--- config.mk ---
export PLATFORM = sky130hd
export DESIGN_NAME = fetch_unit
export DESIGN_NICKNAME = d
export VERILOG_FILES = /design/src/rtl/fetch_unit.sv
export SDC_FILE = /design/constraint.sdc
export NUM_CORES = 1
export LEC_CHECK = 0
export CAP_MARGIN = 20
export CELL_PAD_IN_SITES_DETAIL_PLACEMENT = 1
export CELL_PAD_IN_SITES_GLOBAL_PLACEMENT = 1
export CORE_MARGIN = 2
export CORE_UTILIZATION = 37
export CTS_BUF_LIST = sky130_fd_sc_hd__clkbuf_16
export DETAILED_ROUTE_END_ITERATION = 8
export MAX_ROUTING_LAYER = met4
export PLACE_DENSITY = 0.83
export SYNTH_ARGS = -nofsm -noshare
export SYNTH_HDL_FRONTEND = slang
export SYNTH_SLANG_ARGS = --single-unit
--- constraint.sdc ---
create_clock -name clk -period 3.7 [get_ports clk]
set_input_delay 0.74 -clock clk [delete_from_list [all_inputs] [get_ports clk]]
set_output_delay 0.74 -clock clk [all_outputs]
set_load 0.05 [all_outputs]
--- src/rtl/fetch_unit.sv ---
// Instruction fetch unit: one outstanding memory request feeding a small decode queue.
// Define FETCH_PREFETCH_EN for a two-entry queue that keeps fetching while decode stalls.
module fetch_unit #(
    parameter logic [31:0] RESET_PC = 32'h0000_0004,
    parameter logic [31:0] PC_STEP  = 32'd4
) (
    input  logic        clk,
    input  logic        rst,
    output logic        mem_req,
    output logic [31:0] mem_addr,
    input  logic        mem_ack,
    input  logic [31:0] mem_rdata,
    input  logic        br_valid,
    input  logic [31:0] br_target,
    output logic        ir_valid,
    input  logic        ir_ready,
    output logic [31:0] ir_data,
    output logic [31:0] ir_pc
);

`ifdef FETCH_PREFETCH_EN
    localparam logic [1:0] QD = 2'd2;
`else
    localparam logic [1:0] QD = 2'd1;
`endif

    typedef enum logic [0:0] {StFetch, StDrain} state_e;

    state_e      state_q, state_d;
    logic [1:0]  count_q, count_d;
    logic [31:0] fetch_pc_q, fetch_pc_d;
    logic [31:0] drain_addr_q;
    logic [31:0] head_pc_q, head_instr_q;
`ifdef FETCH_PREFETCH_EN
    logic [31:0] tail_pc_q, tail_instr_q;
`endif
    logic        fetch_req;
    logic        push;
    logic        pop;

    // Request eligibility looks at the registered count only, never a same-cycle pop.
    assign fetch_req = (count_q < QD);
    assign push      = (state_q == StFetch) && mem_req && mem_ack && !br_valid;
    assign pop       = ir_valid && ir_ready && !br_valid;
    assign ir_pc     = head_pc_q;
    assign ir_data   = head_instr_q;

    always_ff @(posedge clk) begin
        if (rst) begin
            state_q <= StFetch;
        end else begin
            state_q <= state_d;
        end
    end

    always_comb begin
        state_d = state_q;
        case (state_q)
            StFetch: if (br_valid && fetch_req && !mem_ack) state_d = StDrain;
            StDrain: if (mem_ack) state_d = StFetch;
            default: state_d = StFetch;
        endcase
    end

    always_comb begin
        mem_req  = 1'b0;
        mem_addr = fetch_pc_q;
        case (state_q)
            StFetch: mem_req = fetch_req;
            StDrain: begin
                // Keep the abandoned request stable until memory answers it.
                mem_req  = 1'b1;
                mem_addr = drain_addr_q;
            end
            default: mem_req = 1'b0;
        endcase
        if (rst) mem_req = 1'b0;
        ir_valid = (count_q != 2'd0) && !rst;
    end

    always_comb begin
        count_d    = count_q;
        fetch_pc_d = fetch_pc_q;
        if (br_valid) begin
            count_d    = 2'd0;
            fetch_pc_d = br_target & 32'hFFFF_FFFC;
        end else begin
            if (push) fetch_pc_d = fetch_pc_q + PC_STEP;
            case ({push, pop})
                2'b10:   count_d = count_q + 2'd1;
                2'b01:   count_d = count_q - 2'd1;
                default: count_d = count_q;
            endcase
        end
    end

    always_ff @(posedge clk) begin
        if (rst) begin
            count_q      <= 2'd0;
            fetch_pc_q   <= RESET_PC;
            drain_addr_q <= 32'd0;
            head_pc_q    <= 32'd0;
            head_instr_q <= 32'd0;
`ifdef FETCH_PREFETCH_EN
            tail_pc_q    <= 32'd0;
            tail_instr_q <= 32'd0;
`endif
        end else begin
            count_q    <= count_d;
            fetch_pc_q <= fetch_pc_d;
            if (state_q == StFetch && state_d == StDrain) drain_addr_q <= fetch_pc_q;
            if (push && (count_q == 2'd0 || pop)) begin
                head_pc_q    <= fetch_pc_q;
                head_instr_q <= mem_rdata;
            end
`ifdef FETCH_PREFETCH_EN
            else if (pop && count_q == 2'd2) begin
                head_pc_q    <= tail_pc_q;
                head_instr_q <= tail_instr_q;
            end
            if (push && !pop && count_q == 2'd1) begin
                tail_pc_q    <= fetch_pc_q;
                tail_instr_q <= mem_rdata;
            end
`endif
        end
    end

endmodule

== After elaboration in Yosys (flattened, before gate mapping) ==
Cells that the tools add are included.

* Flip-flop bits (word level): 131
* Latch bits: 0
* Bits in writable memories: 0
* Bits in read-only memories: 0
* Input bits: 69
* Output and inout bits: 98
* Word-level logic and storage cells: 42
* Memories kept: 0

* $add $sub $neg: 3
* $mul: 0
* Div/mod/pow operators: 0
* $lt $le $gt $ge: 1
* Equal/unequal tests: 2
* Shift operators: 0
* Mux-type cells: 9
* Bitwise operators: 1
* Reductions and logical operators: 19

{| class="wikitable"
|+ Operators by type and width
! kind !! count
|-
| 32-bit 2-to-1 mux || 3
|-
| 32-bit by 3-bit adder with 32-bit output, second input constant || 1
|-
| 1-bit logical AND || 10
|-
| 2-bit nonzero test || 3
|-
| 1-bit one-hot mux with 2 select lines || 2
|-
| 2-bit one-hot mux with 2 select lines || 1
|-
| 1-bit zero test || 3
|-
| 1-bit 2-to-1 mux || 3
|-
| 2-bit by 1-bit adder with 2-bit output, second input constant || 1
|-
| 2-bit by 1-bit equality test with 1-bit output, second input constant || 1
|-
| 2-bit equality test, second input constant || 1
|-
| 2-bit zero test || 1
|-
| 2-bit by 1-bit < comparator with 1-bit output, second input constant || 1
|-
| 2-bit OR reduction || 1
|-
| 2-bit by 1-bit subtractor with 2-bit output, second input constant || 1
|-
| 1-bit logical OR || 1
|-
| 1-bit NOT || 1
|}

== Depth between registers and ports, before layout ==
Gate-level depths: netlist of run 1.

* Depth in word-level cells: 8
* Depth in mapped cells: 10
* Mapped depth without buffers: 8

== Worst setup path after synthesis of run 1 ==
OpenSTA, ideal clock, no wires.

* Kind: input -> output
* Start: input rst
* End: output mem_req
* Arrival time: 2.000 ns
* Required time: 2.960 ns
* Path slack: 0.960 ns
* Stages on the path: 4
* Path buffers: 3
* Cells stage by stage: clkbuf_1 clkbuf_1 buf_1 nor2_1

* Word-level cells in the longest chain between the ends: 1

{| class="wikitable"
|+ Ends and longest elaborated chain
! element !! line !! text
|-
| from (decl) || 8 || <nowiki>input logic rst,</nowiki>
|-
| 1-bit 2-to-1 mux || 77 || <nowiki>if (rst) mem_req = 1'b0;</nowiki>
|-
| to (decl) || 9 || <nowiki>output logic mem_req,</nowiki>
|}

Every way passes these cells.

== Final worst setup path of run 1 ==
* Start: register state_q
* End: output mem_addr[9]

* Word-level cells in the longest chain between the ends: 1

{| class="wikitable"
|+ Ends and longest elaborated chain
! element !! line !! text
|-
| from (decl) || 29 || <nowiki>state_e state_q, state_d;</nowiki>
|-
| from (signal assigned) || 50 || <nowiki>state_q <= StFetch;</nowiki>
|-
| from (signal assigned) || 52 || <nowiki>state_q <= state_d;</nowiki>
|-
| 32-bit 2-to-1 mux || 68 || <nowiki>case (state_q)</nowiki>
|-
| to (decl) || 10 || <nowiki>output logic [31:0] mem_addr,</nowiki>
|}

Every way passes these cells.

==> results.sh, run 1 <==
export IMPL_status="finished clean"
export IMPL_antenna_found_initial=0
export IMPL_crit_chain="buf_4, nand2_1, o21ai_0, clkdlybuf4s50_1"
export IMPL_synth_top_cell_area_share_pct=44.2
export IMPL_htreeDepth=4
export IMPL_holdCritStartpoint="drain_addr_q[10]"
export IMPL_setup_tns_ps=0
export IMPL_hold_class="flop to flop"
export IMPL_drtAntennaViolNets=0
export IMPL_drv_slew=0
export IMPL_grt_util_all_layers_pct=24.4
export IMPL_core_area_um2=15100
export IMPL_seq_area_frac_synth_pct=44.2
export IMPL_critPathBufInv=2
export IMPL_ys_async_sr_fraction_pct=0
export IMPL_nFillCells=1787
export IMPL_rr_startpoint="state_q"
export IMPL_yosysWarnings=0
export IMPL_finalSetupViolCount=0
export IMPL_grt_pass1_vias=5964
export IMPL_first_pass_iters=6
export IMPL_cts_hold_buffers=0
export IMPL_ios=167
export IMPL_start_util_pct=37.5
export IMPL_power_leakage_nw=2.75
export IMPL_ys_flop_type="dfxtp_1"
export IMPL_area_growth_syn_to_layout_pct=39.7
export IMPL_cts_sinks=125
export IMPL_max_slew_margin_pct=47.8
export IMPL_ys_ff_latch=125
export IMPL_place_congestion=0.774
export IMPL_final_util_pct=52.4
export IMPL_end_kind="output port"
export IMPL_cts_setup_buffers=0
export IMPL_synth_area_top_cells="dfxtp_1 44%, nand2_1 13%, a21oi_1 8.2%, mux2_2 5.6%, clkbuf_1 2.2%"
export IMPL_yosysTopAreaCell="dfxtp_1"
export IMPL_crit_slowest_cell="clkdlybuf4s50_1"
export IMPL_arrival_ps=2340
export IMPL_synth_cell_types=55
export IMPL_avgViaCountPerCell=5.45
export IMPL_rows=45
export IMPL_crit_required_ps=2960
export IMPL_die_w_um=128
export IMPL_drt_first_iter_violations=352
export IMPL_root_buffer="clkbuf_16"
export IMPL_peakVddDrop_v=0.000346
export IMPL_cts_buffers=17
export IMPL_path_delay_family="buffers and inverters"
export IMPL_antennaDiodeCount=0
export IMPL_max_stage_delay_ps=870
export IMPL_drc_errors=0
export IMPL_clock_latency_ps=430
export IMPL_crit_start="state_q"
export IMPL_wire_per_inst_um=18.6
export IMPL_worstSetupPathType="flop to output port"
export IMPL_dp_hpwl_mm=13.0
export IMPL_yosys_top_cells_count="202 x nand2_1, 125 x dfxtp_1, 93 x a21oi_1, 33 x clkbuf_1, 28 x mux2_2"
export IMPL_cap_violations=0
export IMPL_grt_max_degree=72
export IMPL_ctsResizeCount=0
export IMPL_finalCritPeriodShare_pct=83.1
export IMPL_placed_cells=1006
export IMPL_worst_clock_skew_ps=8.69
export IMPL_whs_ps=454
export IMPL_fmax_mhz=325
export IMPL_vias=5646
export IMPL_io_buffer_count=160
export IMPL_synth_edf_count=0
export IMPL_final_cells=1036
export IMPL_cp_start_kind="flop"
export IMPL_fp_dieH_um=128
export IMPL_die_area_um2=16300
export IMPL_avgSynthCellArea_um2=8.04
export IMPL_powerDensity_nw_per_um2=464
export IMPL_synth_cells=705
export IMPL_wirelength_mm=19.2
export IMPL_tritoncts="built"
export IMPL_mappedNetlistArea_um2=5670
export IMPL_worstMarginPinSlew_ps=784
export IMPL_clk_pin_slew_ps=50
export IMPL_rsz0062_at_grt="no"
export IMPL_gr_total_overflow=0
export IMPL_fin_nets=910
export IMPL_power_mw=3.67
export IMPL_synth_most_common_cell="nand2_1"
export IMPL_layout_drive_gt1_share_pct=9.32
export IMPL_critPathMaxFanout=38
export IMPL_min_period_ps=3080
export IMPL_cts_buffer_depth=2
export IMPL_hold_viol_final=0
export IMPL_grt_pass1_wl_mm=30.4
state kept, by name (all words and copies together) (netlist names):
| signal | cells |
|---|---|
| count_q | 2 |
| drain_addr_q | 30 |
| state_q | 1 |
| ir_pc | 30 |
| ir_data | 32 |
| fetch_pc_q | 30 |
cell type report:
| type | count | area, um^2 | area share (%) |
|---|---|---|---|
| clock buffer | 17 | 425 | 5.38 |
| clock inverter | 13 | 136 | 1.72 |
| sequential | 125 | 2500 | 31.6 |
| inverter | 9 | 33.8 | 0.427 |
| multi-input combinational | 510 | 2850 | 36.0 |
| tap | 188 | 235 | 2.97 |
| timing repair buffer | 174 | 1730 | 21.9 |
cell usage in the layout (no fill, tap or decap), types with 5 or more instances in the layout:
cell             Yosys  routed
xor2_1               7       7
clkdlybuf4s50_1      0     159
and3_1               6       6
nand3_1             16      16
nand4_1              9       9
clkbuf_16            0      17
nor2_1              27      27
nand2_1            202     202
mux2_2              28      28
nor3_1               7       7
and4_1               9       9
nor4_1               5       5
a211oi_1             7       7
buf_4                8      13
a21oi_1             93      93
dfxtp_1            125     125
inv_1                9      13
or3_1                7       7
o21ai_0             12      12
a311oi_1            10      10
cells by family after synthesis:
family / Yosys count / synth area share (%)
DFF: 125 / 44.2
adders and majority gates: 4 / 0.883
other: 1 / 0.0662
and+or+nand+nor: 315 / 26.1
muxes: 29 / 5.74
buffers and inverters: 73 / 5.83
xor gates and xnor gates: 10 / 1.55
AOI/OAI and AO/OA: 148 / 15.7
metal layers:
| metal | track usage, % | up-vias | share of wire (%) |
|---|---|---|---|
| li1 | - | 2695 | - |
| met1 | 28.8 | 2748 | 43 |
| met2 | 40.4 | 162 | 50 |
| met3 | 4.76 | 41 | 4.1 |
| met4 | 11.0 | 0 | 2.8 |
| met5 | - | - | 0 |
worst paths after layout:
check	endpoint	slack [ps]	depth (start not counted)
min reg2reg	drain_addr_q[10]	450	2
min	drain_addr_q[10]	450	2
max reg2reg	fetch_pc_q[21]	1160	5
max	mem_addr[9]	620	4
metrics by stage:
stage	area, um^2	setup slack, ps
2_1_floorplan	5680	960
3_3_place_gp	7350	710
3_5_place_dp	7350	596
4_1_cts	7910	636
5_1_grt	7910	520
6_report	7910	624
report_power, final:
group / internal, mW / switching [mW]
sequential: 1.40 / 0.0655
clock: 1.03 / 0.601
combinational: 0.221 / 0.352
tightest hold or removal path: stages (launching register included):
cell and delay [ps]:
dfxtp_1 300, nand2_1 50, a21oi_1 50
(Power assumes the default switching activity.)
==> run 2, diff against run 1 <==
--- a/config.mk
+++ b/config.mk
@@ -9,11 +9,11 @@
 export CELL_PAD_IN_SITES_DETAIL_PLACEMENT = 1
 export CELL_PAD_IN_SITES_GLOBAL_PLACEMENT = 1
 export CORE_MARGIN = 2
-export CORE_UTILIZATION = 37
+export CORE_UTILIZATION = 34
 export CTS_BUF_LIST = sky130_fd_sc_hd__clkbuf_16
 export DETAILED_ROUTE_END_ITERATION = 8
 export MAX_ROUTING_LAYER = met4
-export PLACE_DENSITY = 0.83
+export PLACE_DENSITY = 0.77
 export SYNTH_ARGS = -nofsm -noshare
 export SYNTH_HDL_FRONTEND = slang
 export SYNTH_SLANG_ARGS = --single-unit
==> constraint.sdc (replaced) <==
create_clock -name clk -period 3.05 [get_ports clk]
set_input_delay 0.61 -clock clk [delete_from_list [all_inputs] [get_ports clk]]
set_output_delay 0.61 -clock clk [all_outputs]
set_load 0.05 [all_outputs]
==> run 2 against run 1 <==
Net effect:
- first-iteration DRC count down 3.1%
- largest cell class unchanged
- die area up 8.5%
- global-route usage down 1.6 points
- count of clock-buffer cells in the layout unchanged
- setup slack better by 63 ps
- total power up 19%
- non-clock buffer count up 4
- sequential power up 21%
==> results.sh, run 2 (synthesis results as in run 1) <==
export IMPL_powerDensity_nw_per_um2=528
export IMPL_fin_nets=914
export IMPL_arrival_ps=2690
export IMPL_antennaDiodeCount=0
export IMPL_worst_clock_skew_ps=9.41
export IMPL_drc_errors=0
export IMPL_setup_tns_ps=0
export IMPL_layout_drive_gt1_share_pct=13.2
export IMPL_rr_startpoint="count_q[1]"
export IMPL_p_sw_mw=1.24
export IMPL_drv_slew=0
export IMPL_cap_violations=0
export IMPL_dp_hpwl_mm=13.4
export IMPL_core_area_um2=16400
export IMPL_max_stage_delay_ps=560
export IMPL_hold_viol_final=0
export IMPL_wire_per_inst_um=18.0
export IMPL_worstMarginPinSlew_ps=810
export IMPL_ios=167
export IMPL_fmax_mhz=423
export IMPL_cts_sinks=125
export IMPL_end_kind="flop"
export IMPL_grt_pass1_vias=6020
export IMPL_die_area_um2=17700
export IMPL_cts_buffer_depth=2
export IMPL_gr_total_overflow=0
export IMPL_r2r_end="fetch_pc_q[19]"
export IMPL_critPathMaxFanout=14
export IMPL_place_congestion=0.809
export IMPL_cts_buffers=17
export IMPL_clock_latency_ps=420
export IMPL_grt_util_all_layers_pct=22.8
export IMPL_avgViaCountPerCell=5.24
export IMPL_max_slew_margin_pct=45.5
export IMPL_crit_slowest_cell="clkdlybuf4s50_1"
export IMPL_min_to="ir_pc[23]"
export IMPL_htreeDepth=4
export IMPL_antenna_found_initial=0
export IMPL_io_buffer_count=160
export IMPL_finalSetupViolCount=0
export IMPL_clk_pin_slew_ps=50
export IMPL_cts_hold_buffers=0
export IMPL_nFillCells=1888
export IMPL_reg2reg_slack_ps=820
export IMPL_start_util_pct=34.5
export IMPL_sequentialPowerShare_pct=40.8
export IMPL_vias=5633
export IMPL_finalCritPeriodShare_pct=77.4
export IMPL_cts_setup_buffers=0
export IMPL_crit_required_ps=3380
export IMPL_largest_reg_flops=32
export IMPL_peakVddDrop_v=0.000406
export IMPL_first_pass_iters=4
export IMPL_root_buffer="clkbuf_16"
export IMPL_die_w_um=133
export IMPL_crit_chain="clkdlybuf4s50_1, and4bb_1, buf_12, nand4_1, or4_1, a311oi_1"
export IMPL_grt_max_degree=128
export IMPL_status="finished clean"
export IMPL_holdCritStartpoint="ir_pc[23]"
export IMPL_fp_dieH_um=133
export IMPL_internal_power_mw=3.12
export IMPL_cp_start_kind="input port"
export IMPL_final_common_cell="nand2_1"
export IMPL_pwr_share_clk_pct=41.2
export IMPL_mostFrequentLayoutCells="202 x nand2_1, 127 x clkdlybuf4s50_1, 125 x dfxtp_1"
export IMPL_tritoncts="built"
export IMPL_drt_first_iter_violations=341
export IMPL_area_growth_syn_to_layout_pct=45.5
export IMPL_hold_class="flop to flop"
export IMPL_wirelength_mm=19.3
export IMPL_swShare_pct=28.4
export IMPL_drtAntennaViolNets=0
export IMPL_p_comb_share_pct=18.1
export IMPL_grt_pass1_wl_mm=31.3
export IMPL_rsz0062_at_grt="no"
export IMPL_worstSetupPathType="input port to flop"
export IMPL_rr_worst_depth=7
export IMPL_min_period_ps=2360
export IMPL_final_util_pct=50.3
export IMPL_rows=47
export IMPL_hold_depth=2
export IMPL_ctsResizeCount=0
export IMPL_power_leakage_nw=2.91
## run 2: cell types whose count changed in the layout (fill, tap and decap cells not counted)
cell / change
buf_12: +31
buf_4: +5
bufinv_16: -2
clkdlybuf4s50_1: -32
clkinv_1: +4
## run 2: power by group through the flow
| stage | registers [mW] | clock network, mW | logic [mW] |
|---|---|---|---|
| 2_1_floorplan | 1.85 | 0 | 0.374 |
| 6_report | 1.78 | 1.79 | 0.786 |
| 5_1_grt | 1.78 | 1.90 | 0.831 |
| 3_3_place_gp | 1.80 | 0 | 0.770 |
| 4_1_cts | 1.77 | 1.82 | 0.791 |
| 3_5_place_dp | 1.81 | 0 | 0.786 |
## run 2: worst max-delay path by stage
| stage | from | endpoint | slack [ps] | cells after the start |
|---|---|---|---|---|
| finish | mem_ack | fetch_pc_q[19] | 690 | 6 |
| global route | mem_ack | fetch_pc_q[19] | 570 | 6 |
| CTS | mem_ack | fetch_pc_q[19] | 720 | 6 |
| detailed placement | mem_ack | fetch_pc_q[19] | 340 | 6 |
| global placement | mem_ack | fetch_pc_q[19] | 390 | 6 |
| floorplan | rst | mem_req | 570 | 4 |
## run 2: routing by layer
metal / up-vias / share of wire, % / GRT usage [%]
li1: 2714 / - / -
met2: 159 / 50 / 38.9
met4: 0 / 2.0 / 8.00
met5: - / 0 / -
met3: 28 / 4.9 / 3.87
met1: 2732 / 43 / 27.2
## run 2: through the flow
step                instance area [um^2]  std cells  hold WS, ps  worst slack (ps)  total power, mW
floorplan                           5680        708          433               570             2.22
global placement                    7730       1042          438               394             2.57
detailed placement                  7730       1042          448               339             2.59
CTS                                 8250       1074          455               721             4.39
global route                        8250       1074          475               568             4.52
finish                              8250       1074          452               688             4.36
## run 2: layout make-up
class	count	area, um^2	area share [%]
well taps	220	275	3.34
repair buffers	178	2070	25.1
clock inverters	15	91.3	1.11
clock buffers	17	425	5.16
multi-input cells	510	2850	34.6
inverters	9	33.8	0.410
flip-flops and latches	125	2500	30.3
## run 2: worst max-delay path: cells and delay by family
| family | cells | cell delay (ps) |
|---|---|---|
| AO/OA/AOI/OAI | 1 | 260 |
| buffers and inverters | 2 | 740 |
| AND/OR/NAND/NOR | 3 | 1060 |
==> run 3, diff against run 2 <==
==> constraint.sdc (replaced) <==
create_clock -name clk -period 2.5 [get_ports clk]
set_input_delay 0.5 -clock clk [delete_from_list [all_inputs] [get_ports clk]]
set_output_delay 0.5 -clock clk [all_outputs]
set_load 0.05 [all_outputs]
==> run 3 against run 2 <==
Net effect:
- global-route usage fell by 0.26 points
- clock power rose by 36%
- register-to-register slack got worse by 460 ps
- critical path type is now flop to output port
- wire length fell by 1.6%
- cell area rose by 2.3%
- combinational power rose by 25%
- utilization rose by 1.2 points
- clock skew rose by 1.3 ps
- count of clock-buffer cells in the layout did not move
- critical endpoint is now mem_addr[7]
- sequential power rose by 21%
==> results.sh, run 3 (synthesis results as in run 1) <==
export IMPL_status="finished clean"
export IMPL_worst_slack_ps=256
export IMPL_htreeDepth=4
export IMPL_mostFrequentLayoutCells="202 x nand2_1, 127 x clkdlybuf4s50_1, 125 x dfxtp_1"
export IMPL_rsz0062_at_grt="no"
export IMPL_drc_errors=0
export IMPL_cts_buffer_depth=2
export IMPL_worstSetupPathType="flop to output port"
export IMPL_die_w_um=133
export IMPL_place_congestion=0.835
export IMPL_fmax_mhz=446
export IMPL_peakVddDrop_v=0.000519
export IMPL_hold_class="flop to flop"
export IMPL_hold_viol_final=0
export IMPL_drt_first_iter_violations=279
export IMPL_largest_reg_flops=32
export IMPL_final_util_pct=51.4
export IMPL_worst_clock_skew_ps=10.7
export IMPL_ios=167
export IMPL_hold_depth=2
export IMPL_grt_max_degree=51
export IMPL_fin_nets=924
export IMPL_end_kind="output port"
export IMPL_cts_sinks=125
export IMPL_gr_total_overflow=0
export IMPL_core_area_um2=16400
export IMPL_arrival_ps=1740
export IMPL_cp_start_kind="flop"
export IMPL_avgViaCountPerCell=5.22
export IMPL_grt_pass1_vias=6068
export IMPL_clock_latency_ps=420
export IMPL_wire_per_inst_um=17.5
export IMPL_crit_required_ps=2000
export IMPL_crit_start="state_q"
export IMPL_root_buffer="clkbuf_16"
export IMPL_clk_pin_slew_ps=60
export IMPL_powerDensity_nw_per_um2=662
export IMPL_vias=5667
export IMPL_drtAntennaViolNets=0
export IMPL_fp_dieH_um=133
export IMPL_whs_ps=451
export IMPL_reg2reg_slack_ps=360
export IMPL_setup_tns_ps=0
export IMPL_ctsResizeCount=0
export IMPL_nFillCells=1864
export IMPL_grt_util_all_layers_pct=22.6
export IMPL_finalCritPeriodShare_pct=89.8
export IMPL_io_buffer_count=160
export IMPL_final_common_cell="nand2_1"
export IMPL_cts_buffers=17
export IMPL_layout_drive_gt1_share_pct=14.7
export IMPL_final_cells=1085
export IMPL_min_period_ps=2240
export IMPL_die_area_um2=17700
export IMPL_critPathMaxFanout=28
export IMPL_power_leakage_nw=2.98
export IMPL_rr_startpoint="count_q[1]"
export IMPL_first_pass_iters=4
export IMPL_cts_hold_buffers=0
export IMPL_dp_hpwl_mm=13.5
export IMPL_dp_slack_ps=38.0
export IMPL_start_util_pct=34.5
export IMPL_worstMarginPinSlew_ps=814
export IMPL_rr_worst_depth=7
export IMPL_rows=47
export IMPL_power_mw=5.58
export IMPL_wirelength_mm=19.0
export IMPL_cts_setup_buffers=0
export IMPL_place_area_um2=7850
export IMPL_drv_slew=0
export IMPL_final_cell_area_um2=8440
export IMPL_holdCritStartpoint="ir_data[19]"
export IMPL_finalSetupViolCount=0
export IMPL_placed_cells=1052
export IMPL_area_growth_syn_to_layout_pct=48.9
export IMPL_antenna_found_initial=0
export IMPL_tritoncts="built"
export IMPL_max_slew_margin_pct=45.2
export IMPL_cap_violations=0
export IMPL_grt_pass1_wl_mm=30.9
[run 3: metal layers]
layer	vias to the layer above	track usage, %	part of all wire (%)	wire [um]
li1	2743	-	-	-
met1	2720	27.1	43	8240
met2	183	38.1	49	9350
met5	-	-	0	0
met3	21	4.94	5.9	1130
met4	0	6.33	1.4	260
[run 3: worst max-delay path, cell delays in order (launching register included)]
cell	delay (ps)
dfxtp_1	350
buf_4	380
mux2_2	420
buf_12	160
[run 3: cell type report]
cell class              count  area, um^2  area share (%)
clock inverters            15         155            1.84
diodes                      1        2.50          0.0297
inverters                   9        33.8           0.400
well taps                 220         275            3.26
multi-input cells         510        2850            33.8
repair buffers            188        2190            26.0
flip-flops and latches    125        2500            29.7
clock buffers              17         425            5.04
[run 3: worst paths after layout]
kind / end
max: mem_addr[7]
max reg2reg: fetch_pc_q[21]
min reg2reg: ir_data[19]
min: ir_data[19]
[run 3: report_power, final]
| group | total (mW) | switching [mW] | internal, mW | leakage (nW) |
|---|---|---|---|---|
| logic | 0.985 | 0.555 | 0.430 | 1.68 |
| registers | 2.16 | 0.0857 | 2.07 | 1.02 |
| clock network | 2.44 | 0.898 | 1.54 | 0.280 |
| total | 5.58 | 1.54 | 4.04 | 2.98 |
